--- src/rtl/adsr_envelope_if.sv ---
// Envelope control/data bundle between the note/voice controller (master)
// and adsr_envelope (slave).
interface adsr_envelope_if #(
  parameter int RATE_W = 16
);
  logic              gate;
  logic [7:0]        wave_in;
  logic [RATE_W-1:0] attack_period;
  logic [RATE_W-1:0] decay_period;
  logic [7:0]        sustain_level;
  logic [RATE_W-1:0] release_period;
  logic [7:0]        level;
  logic [7:0]        sample_out;
  logic              busy;

  modport master (
    output gate, wave_in, attack_period, decay_period, sustain_level, release_period,
    input  level, sample_out, busy
  );

  modport slave (
    input  gate, wave_in, attack_period, decay_period, sustain_level, release_period,
    output level, sample_out, busy
  );
endinterface

--- src/rtl/adsr_envelope.sv ---
// ADSR amplitude envelope: scales the triangle sample by a gate-driven level.
// Optional macro ADSR_RETRIGGER_EN: every rise restarts the attack from level 0.
module adsr_envelope #(
  parameter int RATE_W    = 16,
  parameter int LEVEL_MAX = 255
) (
  input  logic           clk,
  input  logic           reset,
  adsr_envelope_if.slave env
);

  localparam logic [2:0] ST_IDLE    = 3'd0;
  localparam logic [2:0] ST_ATTACK  = 3'd1;
  localparam logic [2:0] ST_DECAY   = 3'd2;
  localparam logic [2:0] ST_SUSTAIN = 3'd3;
  localparam logic [2:0] ST_RELEASE = 3'd4;

  localparam logic [7:0] LVL_TOP = 8'(LEVEL_MAX);

`ifdef ADSR_RETRIGGER_EN
  localparam bit RETRIG = 1'b1;
`else
  localparam bit RETRIG = 1'b0;
`endif

  logic [2:0]        state, state_nxt;
  logic [7:0]        level_q, level_nxt;
  logic [7:0]        sample_q;
  logic              busy_q;
  logic              gate_d;
  logic              rise, fall;
  logic [RATE_W-1:0] cnt, cnt_nxt;
  logic [RATE_W-1:0] period, p_last;
  logic              stepping, step;
  logic [8:0]        lvl_p1;
  logic [16:0]       prod;

  assign rise = env.gate & ~gate_d;
  assign fall = ~env.gate & gate_d;

  // Step timer: live period of the active stage, P=0 behaves as P=1.
  always_comb begin
    period   = '0;
    stepping = 1'b0;
    case (state)
      ST_ATTACK:  begin period = env.attack_period;  stepping = 1'b1; end
      ST_DECAY:   begin period = env.decay_period;   stepping = 1'b1; end
      ST_RELEASE: begin period = env.release_period; stepping = 1'b1; end
      default:    begin period = '0;                 stepping = 1'b0; end
    endcase
    p_last = (period == '0) ? '0 : period - RATE_W'(1);
    // >= so a period shortened below the running count fires on the next compare
    step   = stepping && (cnt >= p_last);
  end

  always_comb begin
    state_nxt = state;
    level_nxt = level_q;
    case (state)
      ST_IDLE: begin
        level_nxt = '0;
        if (rise) state_nxt = ST_ATTACK;
      end
      ST_ATTACK: begin
        if (fall) begin
          state_nxt = ST_RELEASE;
        end else if (level_q == LVL_TOP) begin
          // legato re-entry at full scale: nothing left to climb
          state_nxt = ST_DECAY;
        end else if (step) begin
          level_nxt = level_q + 8'd1;
          if (level_q + 8'd1 == LVL_TOP) state_nxt = ST_DECAY;
        end
      end
      ST_DECAY: begin
        if (fall) begin
          state_nxt = ST_RELEASE;
        end else if (level_q <= env.sustain_level) begin
          state_nxt = ST_SUSTAIN;
          level_nxt = env.sustain_level;
        end else if (step) begin
          level_nxt = level_q - 8'd1;
        end
      end
      ST_SUSTAIN: begin
        level_nxt = env.sustain_level;
        if (fall) state_nxt = ST_RELEASE;
      end
      ST_RELEASE: begin
        if (rise) begin
          state_nxt = ST_ATTACK;
          if (RETRIG) level_nxt = '0;
        end else if (level_q == '0) begin
          state_nxt = ST_IDLE;
        end else if (step) begin
          level_nxt = level_q - 8'd1;
        end
      end
      default: begin
        state_nxt = ST_IDLE;
        level_nxt = '0;
      end
    endcase
  end

  always_comb begin
    if (state_nxt != state || !stepping || step) cnt_nxt = '0;
    else                                         cnt_nxt = cnt + RATE_W'(1);
  end

  // (level+1) keeps full scale exact: 255*256>>8 == 255, while level 0 still yields 0.
  assign lvl_p1 = {1'b0, level_q} + 9'd1;
  assign prod   = {9'd0, env.wave_in} * {8'd0, lvl_p1};

  always_ff @(posedge clk) begin
    if (reset) begin
      state    <= ST_IDLE;
      level_q  <= '0;
      sample_q <= '0;
      busy_q   <= 1'b0;
      cnt      <= '0;
      gate_d   <= 1'b0;
    end else begin
      state    <= state_nxt;
      level_q  <= level_nxt;
      sample_q <= prod[15:8];
      busy_q   <= (state_nxt != ST_IDLE);
      cnt      <= cnt_nxt;
      gate_d   <= env.gate;
    end
  end

  assign env.level      = level_q;
  assign env.sample_out = sample_q;
  assign env.busy       = busy_q;

endmodule

--- src/flat_wrapper.sv ---
// flat-port wrapper written by rule: the top's interface ports become plain ports
module adsr_envelope_flat 
#(
  parameter int RATE_W    = 16,
  parameter int LEVEL_MAX = 255
)
  (clk, reset, env_gate, env_wave_in, env_attack_period, env_decay_period, env_sustain_level, env_release_period, env_level, env_sample_out, env_busy);
  adsr_envelope_if #(.RATE_W(RATE_W)) env_i ();
  input  logic clk;
  input  logic reset;
  input wire logic [$bits(env_i.gate)-1:0] env_gate;
  input wire logic [$bits(env_i.wave_in)-1:0] env_wave_in;
  input wire logic [$bits(env_i.attack_period)-1:0] env_attack_period;
  input wire logic [$bits(env_i.decay_period)-1:0] env_decay_period;
  input wire logic [$bits(env_i.sustain_level)-1:0] env_sustain_level;
  input wire logic [$bits(env_i.release_period)-1:0] env_release_period;
  output wire logic [$bits(env_i.level)-1:0] env_level;
  output wire logic [$bits(env_i.sample_out)-1:0] env_sample_out;
  output wire logic [$bits(env_i.busy)-1:0] env_busy;
  assign env_i.gate = env_gate;
  assign env_i.wave_in = env_wave_in;
  assign env_i.attack_period = env_attack_period;
  assign env_i.decay_period = env_decay_period;
  assign env_i.sustain_level = env_sustain_level;
  assign env_i.release_period = env_release_period;
  assign env_level = env_i.level;
  assign env_sample_out = env_i.sample_out;
  assign env_busy = env_i.busy;
  adsr_envelope #(.RATE_W(RATE_W), .LEVEL_MAX(LEVEL_MAX)) u_core (.clk(clk), .reset(reset), .env(env_i));
endmodule
--- config.mk ---
export PLATFORM = sky130hd
export DESIGN_NAME = adsr_envelope_flat
export DESIGN_NICKNAME = d
export VERILOG_FILES = /design/src/rtl/adsr_envelope_if.sv /design/src/rtl/adsr_envelope.sv /design/src/flat_wrapper.sv
export SDC_FILE = /design/constraint.sdc
export NUM_CORES = 1
export LEC_CHECK = 0
export ABC_AREA = 1
export CORE_UTILIZATION = 44
export DETAILED_ROUTE_END_ITERATION = 16
export DONT_BUFFER_PORTS = 1
export SLEW_MARGIN = 10
export SYNTH_ARGS = -nofsm -noshare
export SYNTH_HDL_FRONTEND = slang
export SYNTH_SLANG_ARGS = --single-unit
--- constraint.sdc ---
create_clock -name clk -period 6 [get_ports clk]
set_clock_uncertainty 0.1 [all_clocks]
set_input_delay 1.2 -clock clk [delete_from_list [all_inputs] [get_ports clk]]
set_output_delay 1.2 -clock clk [all_outputs]
set_load 0.02 [all_outputs]
-- Word level (Yosys, flattened, before mapping)
Index checks and enable logic that the tools add are counted.
- register bits after elaboration: 37
- output and inout port bits: 17
- logic and storage cells: 65
- multiplexer cells: 23
- $add $sub $neg: 5
- $mul: 1
- reductions and logical operators: 11
- equal/unequal tests: 13
- magnitude comparators: 2
- bitwise logic cells: 4
- operators by type and width (cell ; number):
    2-to-1 mux 8 bit ; 8
    one-hot mux 16 bit (3 select lines) ; 1
    one-hot mux 8 bit (4 select lines) ; 1
    2-to-1 mux 3 bit ; 10
    adder 16 x 1 -> 16 bit (second input constant) ; 1
    equality test 8 bit (second input constant) ; 2
    greater-or-equal comparator 16 bit ; 1
    logical NOT 16 bit ; 1
    multiplier 8 x 9 -> 16 bit ; 1
    2-to-1 mux 16 bit ; 1
    subtractor 16 x 1 -> 16 bit (second input constant) ; 1
    one-hot mux 3 bit (5 select lines) ; 1
    inequality test 2 bit (second input constant) ; 5
    adder 8 x 1 -> 9 bit (second input constant) ; 1
    adder 8 x 1 -> 8 bit (second input constant) ; 1
    less-or-equal comparator 8 bit ; 1
    logical NOT 8 bit ; 1
    subtractor 8 x 1 -> 8 bit (second input constant) ; 1
    equality test 3 x 2 -> 1 bit (second input constant) ; 2
    AND reduction 6 bit ; 1
    equality test 3 x 1 -> 1 bit (second input constant) ; 1
    equality test 3 bit (second input constant) ; 1
    logical NOT 3 bit ; 1
    inequality test 3 bit ; 1
    other kinds (10) ; 13

-- Depth between registers and ports, before layout
Gate-level depths: netlist of the first run.
- depth after elaboration: 14
- depth in mapped cells: 33

-- Worst setup path after synthesis of the first run
No wires, ideal clock.
- kind: input-to-reg
- start point: input port env_wave_in[7]
- end point: register u_core.sample_q[4] (netlist: u_core.env.sample_out[4])
- buffers on the path: 1
- arrival time: 4.870 ns
- cell stages on the path: 16
- library setup time: 0.128 ns
- slack: 0.902 ns
- path through: clkbuf_1 > nand2_1 > fa_1 > fa_1 > fa_1 > inv_1 > fa_1 > ha_1 > a21oi_1 > o21ai_0 > o21bai_1 > nand2_1 > nand2_1 > a21oi_1 > xor2_1 > nor2_1
- cells in the longest elaborated chain, start to end: 1
- ends and longest elaborated chain (what ; line ; RTL):
    start: declaration ; flat_wrapper.sv:12 ; input wire logic [$bits(env_i.wave_in)-1:0] env_wave_in;
    multiplier 8 x 9 -> 16 bit ; adsr_envelope.sv:113 ; assign prod = {9'd0, env.wave_in} * {8'd0, lvl_p1};
    end signal: assignment ; adsr_envelope.sv:126 ; sample_q <= prod[15:8];
    end: declaration ; adsr_envelope.sv:28 ; logic [7:0] sample_q;
Every way passes these cells.
A chain may end at the register's enable or synchronous reset.

-- Worst setup path after layout of the first run
- start point: register u_core.level_q[1] (netlist: u_core.env.level[1])
- end point: register u_core.sample_q[4] (netlist: u_core.env.sample_out[4])
- cells in the longest elaborated chain, start to end: 2
- ends and longest elaborated chain (what ; line ; RTL):
    start: declaration ; adsr_envelope.sv:27 ; logic [7:0] level_q, level_nxt;
    start signal: assignment ; adsr_envelope.sv:125 ; level_q <= level_nxt;
    adder 8 x 1 -> 9 bit ; adsr_envelope.sv:112 ; assign lvl_p1 = {1'b0, level_q} + 9'd1;
    multiplier 8 x 9 -> 16 bit ; adsr_envelope.sv:113 ;
Every way passes these cells.

==> impl_summary.txt, run 1 <==
----------------------------------------------------
[Flow run]
  Maximum capacitance violations ... 0

[Logic synthesis]
  Dominant combinational cell family by area after synthesis ... simple AND/OR/NAND/NOR gates
  Adder-cell area share of the yosys netlist ... 0.2778
  Number of distinct standard cells referenced by the synthesized netlist ... 46
  Complex-gate fraction of the synthesized area ... 0.1026
  Synthesized netlist cell count ... 854
  Average footprint of a synthesized cell ... 6.697 µm²
  Proportion of register bits with asynchronous set or reset after synthesis ... 0
  Share of synthesized area occupied by flip-flops and latches ... 0.1295
  Number of warning messages in the yosys log ... 0
  Mapped cell area ... 5719 µm²
  Number of enable flip-flop cells after synthesis ... 0
  Synthesized flop and latch total ... 37
  Share of the synthesized netlist area taken by xor and xnor gates ... 0.03828
  Main synth FF type ... dfxtp_1
  Post-Synth Simple-Gate Area ... 0.3306
  Portion of netlist area occupied by mux cells ... 0
  Number of nets in the synthesized netlist ... 1024

[Clocking]
  H-Tree Depth ... 2
  Number of sinks handled by clock tree synthesis ... 37
  Worst-path clk slew ... 60 ps
  Clock root buffer ... clkbuf_16
  Number of buffers created by CTS ... 5
  Number of setup buffers added after CTS ... 0
  Cts repair resizes ... 0
  Max Buffers Root-to-Sink ... 2
  Clock tree from TritonCTS ... yes
  Clock latency reported for the late side of the worst-skew pair ... 300 ps
  Number of buffers inserted for hold repair after clock tree synthesis ... 0

[Detailed routing]
  Via count normalized by instance count ... 5.081
  Via count of the routed design ... 5198
  Total DRC errors in the routed layout ... 0
  Length of the first detailed-routing pass in iterations ... 5
  Drt wl/cell ... 13.75 µm
  Number of design-rule violations left by the first detailed-router iteration ... 362
  Total Routed Length ... 14070 µm
  Antenna violation net count after detailed routing ... 0

[Floorplanning]
  DIE AREA ... 13460 µm²
  Starting utilization of the core area ... 0.4514
  Die boundary width ... 116.0 µm
  Die span in y ... 116.0 µm
  Num ports ... 84
  Core area ... 12670 µm²
  Std cell rows ... 41

[Final layout]
  Antenna diodes ... 0
  Commonest cells after routing, fill and taps aside ... nand2_1, inv_1, nor2_1
  Utilization after layout ... 0.4752
  Layout Cell Area excl Fill ... 6021 µm²
  Most common cell after layout, fill and taps aside ... nand2_1
  Ratio of cells with drive above 1 in the final layout ... 0.08813
  Area growth from synthesis to layout ... 5.272%
  Total number of nets in the final design ... 1020
  Layout filler cell count ... 1335

[Global route]
  Global-route usage over all layers ... 0.2261
  Grt total ovfl ... 0
  Via count of the first global-routing pass ... 4951
  Global-route wire length before repair ... 23850 µm
  Pin count of the biggest net entering global routing ... 21
  Antenna violations before repair ... 0

[Place]
  Final weighted congestion in routability-driven placement ... 0.9159
  DP HPWL ... 11660 µm
  Area after DPL ... 5868 µm²
  Port Buf Inserts ... 0

[Setup path]
  Startpoint class of the critical path ... register
  Worst path required time ... 6080 ps
  Category of the worst setup path capture point ... register
  Worst setup path category ... reg2reg
  Worst R2R Start ... u_core.env.level[1]$_SDFFE_PP0P_
  First element of the critical path ... u_core.env.level[1]$_SDFFE_PP0P_
  Largest fanout on the critical path ... 8
  Data arrival, critical path ... 5340 ps

[Timing]
  Part of the cycle the worst path needs ... 0.8769
  Max-slew headroom ... 0.6415
  Total negative setup slack ... 0 ps
  Final Hold Viols ... 0
  RSZ-0062 raised after global routing ... false
  Actual transition at the worst max-transition pin ... 532.1 ps
  # setup viols final ... 0
  Worst hold margin ... 372.9 ps
  Final Critical Period ... 5262 ps
  Peak clock frequency supported by timing ... 190.1 MHz
  Max-slew violation count ... 0

[Power]
  Worst voltage drop across the vdd grid ... 136.6 µV
  Leakage power figure ... 3.196 nW
  Total power divided by cell area ... 115.9 nW/µm²

[Min path]
  Worst hold path startpoint ... u_core.cnt[0]$_SDFF_PP0_
  Hold Crit Class ... reg2reg

[Run status]
  Outcome ... complete, no violations

----------------------------------------------------
==> final cells by class <==
type | instances | area (µm²) | area share
Tap cell | 172 | 215.2 | 0.03574
Timing Repair Buffer | 7 | 52.55 | 0.008728
Clock inverter | 2 | 13.76 | 0.002286
Inverter | 153 | 574.3 | 0.09539
Sequential cell | 37 | 740.7 | 0.1230
Clock buffer | 6 | 138.9 | 0.02307
Multi-Input combinational cell | 646 | 4285 | 0.7118
==> worst paths after layout <==
kind | endpoint | slack [ps] | cells past startpoint
min | u_core.cnt[0]$_SDFF_PP0_ | 370 | 1
max | u_core.env.sample_out[4]$_SDFF_PP0_ | 740 | 18
min reg2reg | u_core.cnt[0]$_SDFF_PP0_ | 370 | 1
max reg2reg | u_core.env.sample_out[4]$_SDFF_PP0_ | 740 | 18
==> kinds of logic (layout without fill, tap and decap cells) <==
kind of cell | Yosys count | in the layout
buf+inv | 171 | 168
flops | 37 | 37
fa+ha+maj | 103 | 103
compound gates | 91 | 91
simple gates | 427 | 427
xor+xnor | 25 | 25
==> layer usage <==
metal	GRT usage	wire length [µm]	vias to the layer above	part of all wire
met2	0.3651	6137	178	0.44
met1	0.3152	6781	2346	0.48
li1	-	-	2657	-
met5	0	0	-	0
met4	0.04872	184	0	0.013
met3	0.03923	967	17	0.069
==> sequential cells by signal, summed over array words and instances, names as in the netlist <==
| register | cells |
|---|---|
| u_core.env.level | 8 |
| u_core.gate_d | 1 |
| u_core.state | 3 |
| u_core.env.busy | 1 |
| u_core.env.sample_out | 8 |
| u_core.cnt | 16 |
==> worst max-delay path, cell delays in order (launching register included) <==
cell,delay [ps]
dfxtp_1,660
ha_1,340
nor2_1,60
nor2_1,310
nand2_1,130
fa_1,530
fa_1,530
fa_1,540
inv_1,50
fa_1,470
ha_1,360
a21oi_1,200
o21ai_0,110
o21bai_1,200
nand2_1,100
nand2_1,90
a21oi_1,160
xor2_1,160
nor2_1,50
==> Yosys cell counts (11+ instances only) <==
master / instances / share of area
nor2_2: 16 / 0.018
dfxtp_1: 37 / 0.13
fa_1: 40 / 0.14
o21ai_0: 15 / 0.013
xor2_1: 16 / 0.025
ha_1: 63 / 0.14
nand4_1: 11 / 0.012
inv_1: 145 / 0.095
a21oi_1: 36 / 0.032
nand2_1: 228 / 0.15
nor2_1: 93 / 0.061
nand3_2: 11 / 0.019
nand3_1: 37 / 0.032
==> report_power, final <==
part / internal (mW) / leakage (nW) / switching, mW / total [mW]
sequential: 0.247 / 0.299 / 0.00252 / 0.250
clock: 0.165 / 0.0768 / 0.114 / 0.280
combinational: 0.0596 / 2.82 / 0.109 / 0.168
total: 0.472 / 3.20 / 0.225 / 0.698
==> stage by stage <==
step | instances | power [mW] | worst slack [ps]
finish | 1023 | 0.6980 | 738.4
floorplan | 854 | 0.3948 | 902.3
detailed placement | 1015 | 0.4236 | 743.0
global placement | 1015 | 0.4226 | 858.2
global route | 1023 | 0.7421 | 285.7
CTS | 1023 | 0.7074 | 729.6
(Power assumes the default switching activity.)
==> run 2, diff against run 1 <==
==> constraint.sdc (replaced) <==
create_clock -name clk -period 4.7 [get_ports clk]
set_clock_uncertainty 0.1 [all_clocks]
set_input_delay 0.94 -clock clk [delete_from_list [all_inputs] [get_ports clk]]
set_output_delay 0.94 -clock clk [all_outputs]
set_load 0.02 [all_outputs]
==> impl_summary.txt, run 2 (synthesis gave the netlist of run 1 again) <==
----------------------------------------------------
[Clocking]
  Number of buffers created by CTS ... 5
  Number of sinks handled by clock tree synthesis ... 37
  Worst-path clk slew ... 60 ps
  Number of buffers inserted for hold repair after clock tree synthesis ... 0
  Clock tree from TritonCTS ... yes
  H-Tree Depth ... 2
  Max Buffers Root-to-Sink ... 2
  Clock root buffer ... clkbuf_16
  Clock latency reported for the late side of the worst-skew pair ... 290 ps

[Setup path]
  Combined buffer and inverter count along the critical path ... 4
  Standard cell with the maximum stage delay on the critical path ... fa_1
  Worst R2R Start ... u_core.env.level[1]$_SDFFE_PP0P_
  Data arrival, critical path ... 4570 ps
  Startpoint class of the critical path ... register
  Logic depth of the worst register-to-register path ... 22
  Cell with the most instances on the worst path ... fa_1
  Series of cell instances along the critical path ... buf_6 -> nand2_4 -> nor2_4 -> nand2_1 -> nand2_2 -> buf_6 -> nor2_1 -> fa_2 -> fa_1 -> inv_1 -> fa_1 -> fa_1 -> inv_2 -> ha_4 -> a21oi_4 -> o21ai_1 -> o21bai_4 -> nand2_1 -> nand2_2 -> a21oi_2 -> xor2_1 -> nor2_1
  Family with the most delay on the worst path ... adder cells
  Largest fanout on the critical path ... 5
  Critical Path Max Stage Delay ... 540 ps
  Worst reg2reg path endpoint ... u_core.env.sample_out[4]$_SDFF_PP0_
  Category of the worst setup path capture point ... register
  Worst-case register-to-register setup slack ... 210 ps
  Worst path required time ... 4780 ps
  Worst setup path category ... reg2reg

[Floorplanning]
  Starting utilization of the core area ... 0.4514
  Core area ... 12670 µm²
  DIE AREA ... 13460 µm²
  Std cell rows ... 41
  Num ports ... 84
  Die span in y ... 116.0 µm
  Die boundary width ... 116.0 µm

[Place]
  Post-Place Worst Slack ... -172.4 ps
  Final weighted congestion in routability-driven placement ... 0.9238
  Port Buf Inserts ... 0
  Placed cell count ... 1043
  DP HPWL ... 11770 µm

[Timing]
  Peak clock frequency supported by timing ... 222.8 MHz
  PnR worst setup slack ... 211.4 ps
  Max-slew violation count ... 0
  Max-slew headroom ... 0.6331
  # setup viols final ... 0
  Final Hold Viols ... 0
  Actual transition at the worst max-transition pin ... 544.6 ps
  Final Critical Period ... 4489 ps
  Part of the cycle the worst path needs ... 0.9550

[Final layout]
  Utilization after layout ... 0.5198
  Commonest cells after routing, fill and taps aside ... nand2_1, inv_1, nor2_1
  Layout filler cell count ... 1284
  Area growth from synthesis to layout ... 15.16%
  Antenna diodes ... 0
  Non-filler instance count after layout ... 1059
  Register with the most flip-flops ... u_core.cnt
  Ratio of cells with drive above 1 in the final layout ... 0.1793
  Total number of nets in the final design ... 1056
  Most common cell after layout, fill and taps aside ... nand2_1
  Sequential cell area ... 752.0 µm²
  Max reg flops ... 16
  Footprint of the multi-input gates ... 4529 µm²

[Flow run]
  Maximum capacitance violations ... 0

[Run status]
  Outcome ... complete, no violations

[Global route]
  Global-route wire length before repair ... 23160 µm
  Via count of the first global-routing pass ... 4909
  Pin count of the biggest net entering global routing ... 21
  Grt total ovfl ... 0
  Global-route usage over all layers ... 0.2228
  Antenna violations before repair ... 0

[Min path]
  Worst hold path startpoint ... u_core.cnt[0]$_SDFF_PP0_
  Hold Crit Class ... reg2reg
  Worst min-delay path endpoint ... u_core.cnt[0]$_SDFF_PP0_
  Number of stages on the worst hold path ... 1

[Detailed routing]
  Via count of the routed design ... 5204
  Number of design-rule violations left by the first detailed-router iteration ... 373
  Drt wl/cell ... 13.58 µm
  Length of the first detailed-routing pass in iterations ... 5
  Via count normalized by instance count ... 4.914
  Highest signal layer in the routed design ... met4
  Total Routed Length ... 14380 µm
  Antenna violation net count after detailed routing ... 0
  Routed length on met2 ... 6412 µm
  Total DRC errors in the routed layout ... 0
  M1 WL ... 7040 µm
  Routed length on met3 ... 817 µm

[Power]
  PnR Total Power ... 941.2 µW
  Total power divided by cell area ... 142.9 nW/µm²
  Worst voltage drop across the vdd grid ... 119.8 µV
  Leakage power figure ... 3.395 nW

----------------------------------------------------
## run 2: changes by cell type in the layout (fill, tap and decap cells not counted), moves of 5 or more
cell / previous run / this run
buf_4: 7 / 40
dfxtp_1: 37 / 32
inv_1: 145 / 138
ha_4: 0 / 6
nand2_2: 9 / 15
ha_1: 63 / 56
a21oi_1: 36 / 31
nand2_1: 228 / 220
## run 2: layer usage
metal	vias up	GRT usage
met5	-	0
met4	0	0.03846
met3	6	0.04027
met2	128	0.3663
met1	2341	0.3083
li1	2729	-
## run 2: worst max path at each step
stage                                startpoint                             endpoint  slack (ps)  cells after the start
3_5_place_dp                     env_wave_in[3]  u_core.env.sample_out[4]$_SDFF_PP0_        -170                     17
5_1_grt        u_core.env.level[1]$_SDFFE_PP0P_  u_core.env.sample_out[3]$_SDFF_PP0_         -40                     23
2_1_floorplan                    env_wave_in[7]  u_core.env.sample_out[4]$_SDFF_PP0_          10                     16
6_report       u_core.env.level[1]$_SDFFE_PP0P_  u_core.env.sample_out[4]$_SDFF_PP0_         210                     22
3_3_place_gp                     env_wave_in[3]  u_core.env.sample_out[4]$_SDFF_PP0_         -30                     17
4_1_cts        u_core.env.level[1]$_SDFFE_PP0P_  u_core.env.sample_out[4]$_SDFF_PP0_          10                     20
## run 2: per-stage QoR
step	hold WS [ps]	TNS, ps	cell area (µm²)
floorplan	338.8	0	5738
global placement	371.8	-32.17	6093
detailed placement	385.1	-444.5	6093
CTS	395.9	0	6285
global route	434.7	-92.89	6586
finish	401.0	0	6586
## run 2: worst register-to-register path: stages, from the launching register on
cell	delay [ps]
dfxtp_4	380
buf_6	110
nand2_4	60
nor2_4	130
nand2_1	70
nand2_2	100
buf_6	120
nor2_1	50
fa_2	400
fa_1	540
inv_1	50
fa_1	480
fa_1	530
inv_2	50
ha_4	240
a21oi_4	150
o21ai_1	70
o21bai_4	180
nand2_1	110
nand2_2	90
a21oi_2	140
xor2_1	170
nor2_1	50
## run 2: layout make-up
cell class                 instances  area share
clock buffer                       5     0.01900
clock inverter                     3    0.007029
inverter                         153     0.08872
multi-input combinational        646      0.6877
sequential                        37      0.1142
tap                              172     0.03267
timing repair buffer              43     0.05072
## run 2: timing repair
| item | CTS | global route |
|---|---|---|
| pin swaps | 0 | 28 |
| gates resized for setup | 10 | 60 |
| setup endpoints to repair | 3 | 31 |
| setup buffers | 0 | 8 |
## run 2: report_power, final
group          switching (mW)  internal (mW)
clock network           0.147          0.251
registers             0.00302          0.315
logic                   0.142         0.0828
==> run 3, diff against run 2 <==
--- a/config.mk
+++ b/config.mk
@@ -6,9 +6,10 @@
 export NUM_CORES = 1
 export LEC_CHECK = 0
 export ABC_AREA = 1
-export CORE_UTILIZATION = 44
+export CORE_UTILIZATION = 50
 export DETAILED_ROUTE_END_ITERATION = 16
 export DONT_BUFFER_PORTS = 1
+export PLACE_DENSITY = 0.68
 export SLEW_MARGIN = 10
 export SYNTH_ARGS = -nofsm -noshare
 export SYNTH_HDL_FRONTEND = slang
==> impl_summary.txt, run 3 (synthesis gave the netlist of run 1 again) <==
----------------------------------------------------
[Timing]
  Final Critical Period ... 4505 ps
  Final Hold Viols ... 0
  Part of the cycle the worst path needs ... 0.9584
  Actual transition at the worst max-transition pin ... 488.9 ps
  Max-slew headroom ... 0.6711
  Total negative setup slack ... 0 ps
  Peak clock frequency supported by timing ... 222.0 MHz
  Worst hold margin ... 376.4 ps
  # setup viols final ... 0
  PnR worst setup slack ... 195.4 ps
  Max-slew violation count ... 0

[Global route]
  Global-route usage over all layers ... 0.2581
  Via count of the first global-routing pass ... 5284
  Antenna violations before repair ... 0
  Pin count of the biggest net entering global routing ... 21
  Global-route wire length before repair ... 23690 µm
  Grt total ovfl ... 0

[Power]
  Leakage power figure ... 3.380 nW
  Worst voltage drop across the vdd grid ... 131.1 µV
  Sequential cell fraction of total power ... 0.344
  Share of total power in combinational logic ... 0.246
  Switching Share ... 0.3019
  Total power divided by cell area ... 142.7 nW/µm²
  Switching component of the power ... 279.0 µW
  PnR Total Power ... 924.2 µW
  Part of the power in the clock network ... 0.410
  Internal power ... 645.2 µW

[Detailed routing]
  Total Routed Length ... 14670 µm
  Drt wl/cell ... 14.27 µm
  Via count of the routed design ... 5449
  Length of the first detailed-routing pass in iterations ... 10
  Total DRC errors in the routed layout ... 0
  Number of design-rule violations left by the first detailed-router iteration ... 270
  Via count normalized by instance count ... 5.301
  Antenna violation net count after detailed routing ... 0

[Setup path]
  Worst path required time ... 4770 ps
  Largest fanout on the critical path ... 5
  Series of cell instances along the critical path ... nand2_1 -> inv_1 -> nand4_1 -> nor2_1 -> nand2_1 -> fa_1 -> inv_1 -> fa_1 -> fa_1 -> fa_1 -> ha_4 -> a21oi_1 -> o21ai_1 -> a221oi_1 -> nand2_1 -> nor2_2 -> nor3b_2
  Critical Path Max Stage Delay ... 550 ps
  Category of the worst setup path capture point ... register
  Combined buffer and inverter count along the critical path ... 2
  Number of logic stages on the critical path including buffering ... 17
  Startpoint class of the critical path ... register
  Cell with the most instances on the worst path ... fa_1
  Family with the most delay on the worst path ... adder cells
  Logic depth of the worst register-to-register path ... 17
  Worst setup path category ... reg2reg
  Data arrival, critical path ... 4580 ps
  Standard cell with the maximum stage delay on the critical path ... fa_1

[Place]
  Port Buf Inserts ... 0
  Final weighted congestion in routability-driven placement ... 0.9327
  Area after DPL ... 6083 µm²
  Placed cell count ... 1015
  Post-Place Worst Slack ... -58.25 ps
  DP HPWL ... 12200 µm

[Floorplanning]
  Die span in y ... 109.0 µm
  DIE AREA ... 11870 µm²
  Starting utilization of the core area ... 0.5207
  Core area ... 10980 µm²
  Std cell rows ... 38
  Die boundary width ... 109.0 µm
  Num ports ... 84

[Final layout]
  Non-filler instance count after layout ... 1028
  Footprint of the multi-input gates ... 4467 µm²
  Area growth from synthesis to layout ... 13.28%
  Most common cell after layout, fill and taps aside ... nand2_1
  Total number of nets in the final design ... 1058
  Sequential cell area ... 753.2 µm²
  Layout filler cell count ... 1063
  Ratio of cells with drive above 1 in the final layout ... 0.1723
  Antenna diodes ... 0
  Commonest cells after routing, fill and taps aside ... nand2_1, inv_1, nor2_1
  Utilization after layout ... 0.5899
  Register with the most flip-flops ... u_core.cnt
  Layout Cell Area excl Fill ... 6479 µm²
  Max reg flops ... 16

[Clocking]
  Worst-path clk slew ... 60 ps
  H-Tree Depth ... 2
  Max Buffers Root-to-Sink ... 2
  Clock root buffer ... clkbuf_16
  Number of sinks handled by clock tree synthesis ... 37
  Clock tree from TritonCTS ... yes
  Number of buffers created by CTS ... 5
  Number of buffers inserted for hold repair after clock tree synthesis ... 0
  Clock latency reported for the late side of the worst-skew pair ... 290 ps

[Min path]
  Number of stages on the worst hold path ... 1
  Hold Crit Class ... reg2reg

[Run status]
  Outcome ... complete, no violations

[Flow run]
  Maximum capacitance violations ... 0

----------------------------------------------------
[run 3: cell count changes in the layout (fill, tap and decap cells not counted), moves of 2 or more]
cell / before / now
buf_6: 3 / 1
inv_1: 138 / 141
a21oi_4: 4 / 1
inv_2: 11 / 9
buf_4: 40 / 44
a21oi_2: 5 / 8
[run 3: power groups by stage]
stage               clock network [mW]  registers [mW]  logic, mW
finish                           0.379           0.318      0.227
global route                     0.403           0.318      0.262
CTS                              0.388           0.319      0.225
detailed placement                   0           0.326      0.224
global placement                     0           0.326      0.217
floorplan                            0           0.325      0.179
[run 3: what timing repair did]
item,CTS,global route
pin swaps,0,20
endpoints found under the setup margin,4,32
hold endpoints to repair,0,0
resized for setup,3,51
buffers inserted,0,6
[run 3: metal layers]
metal  GRT usage  part of all wire  up-vias
met2      0.4398              0.47      158
li1            -                 -     2734
met3     0.04961             0.062       19
met4     0.07143             0.013        0
met5           0                 0        -
met1      0.3308              0.45     2538
[run 3: layout make-up]
cell class,instances,share of cell area
Multi-Input combinational cell,646,0.6895
Sequential cell,37,0.1163
Inverter,153,0.08980
Timing Repair Buffer,45,0.05272
Tap cell,140,0.02704
Clock buffer,5,0.01931
Clock inverter,2,0.005407
[run 3: final timing paths]
check                                    from                                   to  slack, ps
min reg2reg          u_core.cnt[0]$_SDFF_PP0_             u_core.cnt[0]$_SDFF_PP0_        380
max reg2reg  u_core.env.level[2]$_SDFFE_PP0P_  u_core.env.sample_out[7]$_SDFF_PP0_        200
max          u_core.env.level[2]$_SDFFE_PP0P_  u_core.env.sample_out[7]$_SDFF_PP0_        200
min                  u_core.cnt[0]$_SDFF_PP0_             u_core.cnt[0]$_SDFF_PP0_        380
